<file path="config.mk">
export PLATFORM = sky130hd
export DESIGN_NAME = pedge_event_arbiter
export DESIGN_NICKNAME = d
export VERILOG_FILES = /design/src/rtl/pedge_event_arbiter.sv
export SDC_FILE = /design/constraint.sdc
export NUM_CORES = 1
export LEC_CHECK = 0
export CORE_ASPECT_RATIO = 1.1
export CORE_UTILIZATION = 31
export CTS_CLUSTER_DIAMETER = 40
export DETAILED_ROUTE_END_ITERATION = 16
export SYNTH_ARGS = -nofsm -noshare
export SYNTH_HDL_FRONTEND = slang
export SYNTH_SLANG_ARGS = --single-unit
</file>
<file path="constraint.sdc">
create_clock -name clk -period 2.83 [get_ports clk]
set_input_delay 0.4245 -clock clk [delete_from_list [all_inputs] [get_ports clk]]
set_output_delay 0.4245 -clock clk [all_outputs]
set_load 0.03 [all_outputs]
</file>
<file path="src/rtl/pedge_event_arbiter.sv">
// Round-robin scheduler: latches edge-detector pulses into a pending vector and
// hands them to one consumer over valid/ready, one index at a time, flagging lost events.
module pedge_event_arbiter #(
    parameter int N    = 8,
    parameter int IDXW = $clog2(N)
) (
    input  logic            clk,
    input  logic            arstn,
    input  logic [N-1:0]    pedge,
    output logic            evt_valid,
    output logic [IDXW-1:0] evt_idx,
    input  logic            evt_ready,
    output logic [N-1:0]    pending,
    output logic [N-1:0]    ovf,
    input  logic            ovf_clr
);

    typedef enum logic {IDLE, OFFER} state_t;

    localparam logic [IDXW-1:0] LAST_IDX = IDXW'(N - 1);
    localparam logic [IDXW:0]   N_EXT    = (IDXW + 1)'(N);

    state_t          state_q, state_d;
    logic [N-1:0]    pending_q, pending_d;
    logic [N-1:0]    ovf_q, ovf_d;
    logic            evt_valid_q, evt_valid_d;
    logic [IDXW-1:0] evt_idx_q, evt_idx_d;
    logic [IDXW-1:0] ptr_q, ptr_d;

    logic            handshake;
    logic [N-1:0]    served;
    logic            sel_found;
    logic [IDXW-1:0] sel_idx;

    assign handshake = evt_valid_q && evt_ready;

    for (genvar gi = 0; gi < N; gi++) begin : g_served
        assign served[gi] = handshake && (evt_idx_q == IDXW'(gi));
    end

    // Scan downward so the closest set bit at or after ptr is written last and wins.
    always_comb begin
        logic [IDXW:0] cand;
        sel_found = 1'b0;
        sel_idx   = '0;
        cand      = '0;
        for (int k = N - 1; k >= 0; k--) begin
            cand = {1'b0, ptr_q} + (IDXW + 1)'(k);
            if (cand >= N_EXT) begin
                cand = cand - N_EXT;
            end
            if (pending_q[cand[IDXW-1:0]]) begin
                sel_found = 1'b1;
                sel_idx   = cand[IDXW-1:0];
            end
        end
    end

    // A pulse on the bit being served re-arms it rather than counting as lost.
    always_comb begin
        pending_d = (pending_q & ~served) | pedge;
        ovf_d     = (ovf_clr ? '0 : ovf_q) | (pedge & pending_q & ~served);
    end

    always_comb begin
        state_d     = state_q;
        evt_valid_d = evt_valid_q;
        evt_idx_d   = evt_idx_q;
        ptr_d       = ptr_q;
        case (state_q)
            IDLE: begin
                evt_valid_d = 1'b0;
                if (sel_found) begin
                    evt_idx_d   = sel_idx;
                    evt_valid_d = 1'b1;
                    state_d     = OFFER;
                end
            end
            OFFER: begin
                if (evt_ready) begin
                    ptr_d       = (evt_idx_q == LAST_IDX) ? '0 : evt_idx_q + 1'b1;
                    evt_valid_d = 1'b0;
                    state_d     = IDLE;
                end
            end
            default: begin
                evt_valid_d = 1'b0;
                state_d     = IDLE;
            end
        endcase
    end

    always_ff @(posedge clk or negedge arstn) begin
        if (!arstn) begin
            state_q     <= IDLE;
            pending_q   <= '0;
            ovf_q       <= '0;
            evt_valid_q <= 1'b0;
            evt_idx_q   <= '0;
            ptr_q       <= '0;
        end else begin
            state_q     <= state_d;
            pending_q   <= pending_d;
            ovf_q       <= ovf_d;
            evt_valid_q <= evt_valid_d;
            evt_idx_q   <= evt_idx_d;
            ptr_q       <= ptr_d;
        end
    end

    assign evt_valid = evt_valid_q;
    assign evt_idx   = evt_idx_q;
    assign pending   = pending_q;
    assign ovf       = ovf_q;

endmodule
</file>
==> results.md <==
- EDFF count, synth: 0
- Vias in the first global route: 1618
- Layout cells sized above 1: 16.0%
- Layout area overhead: 22.6%
- Mean Syn Cell Area: 10.3 um^2
- IO Port Bufs: 31
- Final hold violation count: 0
- Post-CTS Setup Bufs: 0
- CTS tree: built
- Power per cell area: 798 mW/mm^2
- XOR/XNOR Fraction of Synth Area: 0.938%
- Finished Cell Area: 0.00229 mm^2
- Initial DRC count: 81
- Core area: 0.00581 mm^2
- Routed wire per std cell: 16.4 um
- Antenna violations before repair: 0
- Min Clock Period, post-route: 2.49 ns
- Row count: 29
- Clock tree sinks: 24
- Root Buffer: clkbuf_8
- Yosys warns: 0
- Final net count: 234
- Post-place instance area: 0.00225 mm^2
- Largest net degree at the start of global routing: 25
- First-pass iteration count of the detailed router: 4
- Crit path kind: flop to flop
- Clk_skew: 0.00257 ns
- All-Layer GR Usage: 15.5%
- Most common flop cell mapped by yosys: dfrtp_1
- Fmax: 0.401 GHz
- Die footprint: 0.00634 mm^2
- H-tree levels: 1
- Post-synth ARST share: 100%
- CP Launch Type: flop
- Vias per cell: 5.52
- Via count: 1595
- Setup TNS: 0 ns
- FILL cells: 600
- Critical Path AT: 2.66 ns
- RD Place Congestion: 0.907
- Hold-fix buffers, CTS: 0
- Initial Utilization: 32.2%
- Simple-gate share of the synthesized area: 14.5%
- Outcome: finished clean
- Post-DRT Antenna Nets: 0
- Mux cell area share after synthesis: 20.4%
- Crit path capture type: flop
- Worst slew margin: 57.6%
- Pwr Total: 1.83 mW
- Die Span X: 76.0 um
- Post-synth cell types: 53
- Post-synthesis sequential area ratio: 32.2%
- Worst Path Max Fanout: 12
- Cts bufs inserted: 3
- Syn_nets: 201
- Slew Viols, Final: 0
- Synth Register Bits: 24
- MaxCap Viol Count: 0
- CP Data Required Time: 3.00 ns
- Largest family of logic cells by synthesized area: compound AO/OA/AOI/OAI gates
- Mapped Cells: 181
- Clock Latency Late Sink: 0.26 ns
- Diodes inserted: 0
- Synthesized area: 0.00187 mm^2
- Unrepaired setup endpoints after global routing: false
- Ports: 32
- Setup violators final: 0
- Fin crit share: 88.0%
- Worst Tran Pin Value: 0.637 ns
- # resized after CTS: 0
- Leak pwr: 0.863 nW
- Synth Area in Compound Gates: 20.4%
- Clk slew on worst S/H paths: 0.08 ns
- Post-DP HPWL: 3.59 mm
- R2R Setup Slk: 0.34 ns
- Hold Path Class: flop to flop
- Drt total wl: 4.74 mm
- Worst VDD drop: 0.389 mV
- Drt drc: 0
- Adder-Cell Fraction of Synth Area: 5.36%
- Chip height: 83.4 um
- Max Buffers Root-to-Sink: 2
- First-pass GRT wire length: 8.02 mm
- Overflow after GRT: 0
state kept, by name (all words and copies together) (netlist names):
register   cells
pending        8
evt_idx        3
ovf            8
state_q        1
ptr_q          3
evt_valid      1
through the flow:
stage | util [%] | worst slack, ns | instances | hold WS (ns)
after floorplan | - | 0.133 | 181 | 0.129
after CTS | 39.5 | 0.330 | 289 | 0.501
after global routing | 39.5 | 0.231 | 289 | 0.520
after detailed placement | 38.8 | 0.322 | 286 | 0.479
after global placement | 38.8 | 0.383 | 286 | 0.480
final | 39.5 | 0.339 | 289 | 0.495
cell usage in the layout, fill, tap and decap left out, types with 2 or more instances in the layout:
| cell | count |
|---|---|
| mux2_4 | 5 |
| nand2b_1 | 3 |
| nand3_1 | 2 |
| ha_1 | 8 |
| a21oi_1 | 3 |
| clkdlybuf4s50_1 | 31 |
| nor4_1 | 3 |
| nor4b_1 | 2 |
| nor3_1 | 4 |
| o31ai_1 | 2 |
| a22o_1 | 2 |
| inv_1 | 9 |
| o21ai_1 | 2 |
| nor2_1 | 9 |
| mux2_2 | 5 |
| nand2_1 | 26 |
| o2bb2ai_1 | 2 |
| a31oi_1 | 2 |
| dfrtp_1 | 24 |
| a32o_1 | 7 |
| buf_4 | 7 |
| o21ai_0 | 2 |
| mux4_2 | 8 |
| clkbuf_8 | 3 |
| a21o_1 | 7 |
| mux2i_1 | 7 |
| a221oi_1 | 2 |
layer usage:
layer | global-route usage, % | wire length, um | share of wire (%) | vias up
li1 | - | - | - | 753
met3 | 2.53 | 160 | 3.4 | 12
met1 | 20.6 | 2250 | 47 | 794
met4 | 4.72 | 88 | 1.9 | 0
met2 | 25.7 | 2240 | 47 | 36
met5 | 0 | 0 | 0 | -
final cells by class:
cell class | count | area [um^2] | share of cell area [%]
clock buffers | 3 | 41.3 | 1.80
inverters | 10 | 37.5 | 1.64
multi-input cells | 137 | 1150 | 50.3
flip-flops and latches | 24 | 601 | 26.2
well taps | 77 | 96.3 | 4.21
repair buffers | 38 | 363 | 15.8
worst max-delay path, cell delays in order (launching register included):
cell	delay (ns)
dfrtp_1	0.37
inv_2	0.07
ha_1	0.37
buf_4	0.24
mux2_2	0.35
mux4_2	0.46
a31oi_1	0.18
o22ai_1	0.13
o311ai_1	0.23
cells in the mapped netlist, types with 2 or more instances:
| library cell | instances | area share [%] |
|---|---|---|
| nand2_1 | 26 | 5.2 |
| dfrtp_1 | 24 | 32 |
| inv_1 | 9 | 1.8 |
| nor2_1 | 9 | 1.8 |
| ha_1 | 8 | 5.4 |
| mux4_2 | 8 | 9.6 |
| a21o_1 | 7 | 2.8 |
| a32o_1 | 7 | 3.8 |
| mux2i_1 | 7 | 3.8 |
| clkbuf_1 | 5 | 1.0 |
| mux2_2 | 5 | 3.0 |
| mux2_4 | 5 | 4.0 |
| nor3_1 | 4 | 1.1 |
| a21oi_1 | 3 | 0.80 |
| buf_6 | 3 | 1.8 |
| nand2b_1 | 3 | 1.0 |
| nor4_1 | 3 | 1.0 |
| a221oi_1 | 2 | 0.94 |
| a22o_1 | 2 | 0.94 |
| a31oi_1 | 2 | 0.67 |
| nand3_1 | 2 | 0.54 |
| nor4b_1 | 2 | 0.94 |
| o21ai_0 | 2 | 0.54 |
| o21ai_1 | 2 | 0.54 |
| o2bb2ai_1 | 2 | 0.94 |
| o31ai_1 | 2 | 0.80 |
worst paths after layout:
kind,end,cells past startpoint,startpoint
min,ovf[2],1,ovf[2]
max in group asynchronous,evt_idx[2],2,arstn
min in group asynchronous,ovf[2],2,arstn
max,evt_idx[0],8,ptr_q[0]
min reg2reg,ovf[2],1,ovf[2]
max reg2reg,evt_idx[0],8,ptr_q[0]
logic make-up (layout without fill, tap and decap cells):
kind of cell               Yosys count  after routing
AOI/OAI and AO/OA                   46             46
xor gates and xnor gates             2              2
buffers and inverters               20             51
adders and majority gates            8              8
and+or+nand+nor                     56             56
DFF                                 24             24
muxes                               25             25
power by group:
part | internal (mW) | switching (mW) | leakage [nW] | total, mW
Clock | 0.0951 | 0.104 | 0.0216 | 0.199
Sequential | 0.409 | 0.114 | 0.253 | 0.523
Combinational | 0.497 | 0.610 | 0.588 | 1.11
Total | 1.00 | 0.828 | 0.863 | 1.83
No activity file was read; power rests on OpenSTA's default activity.
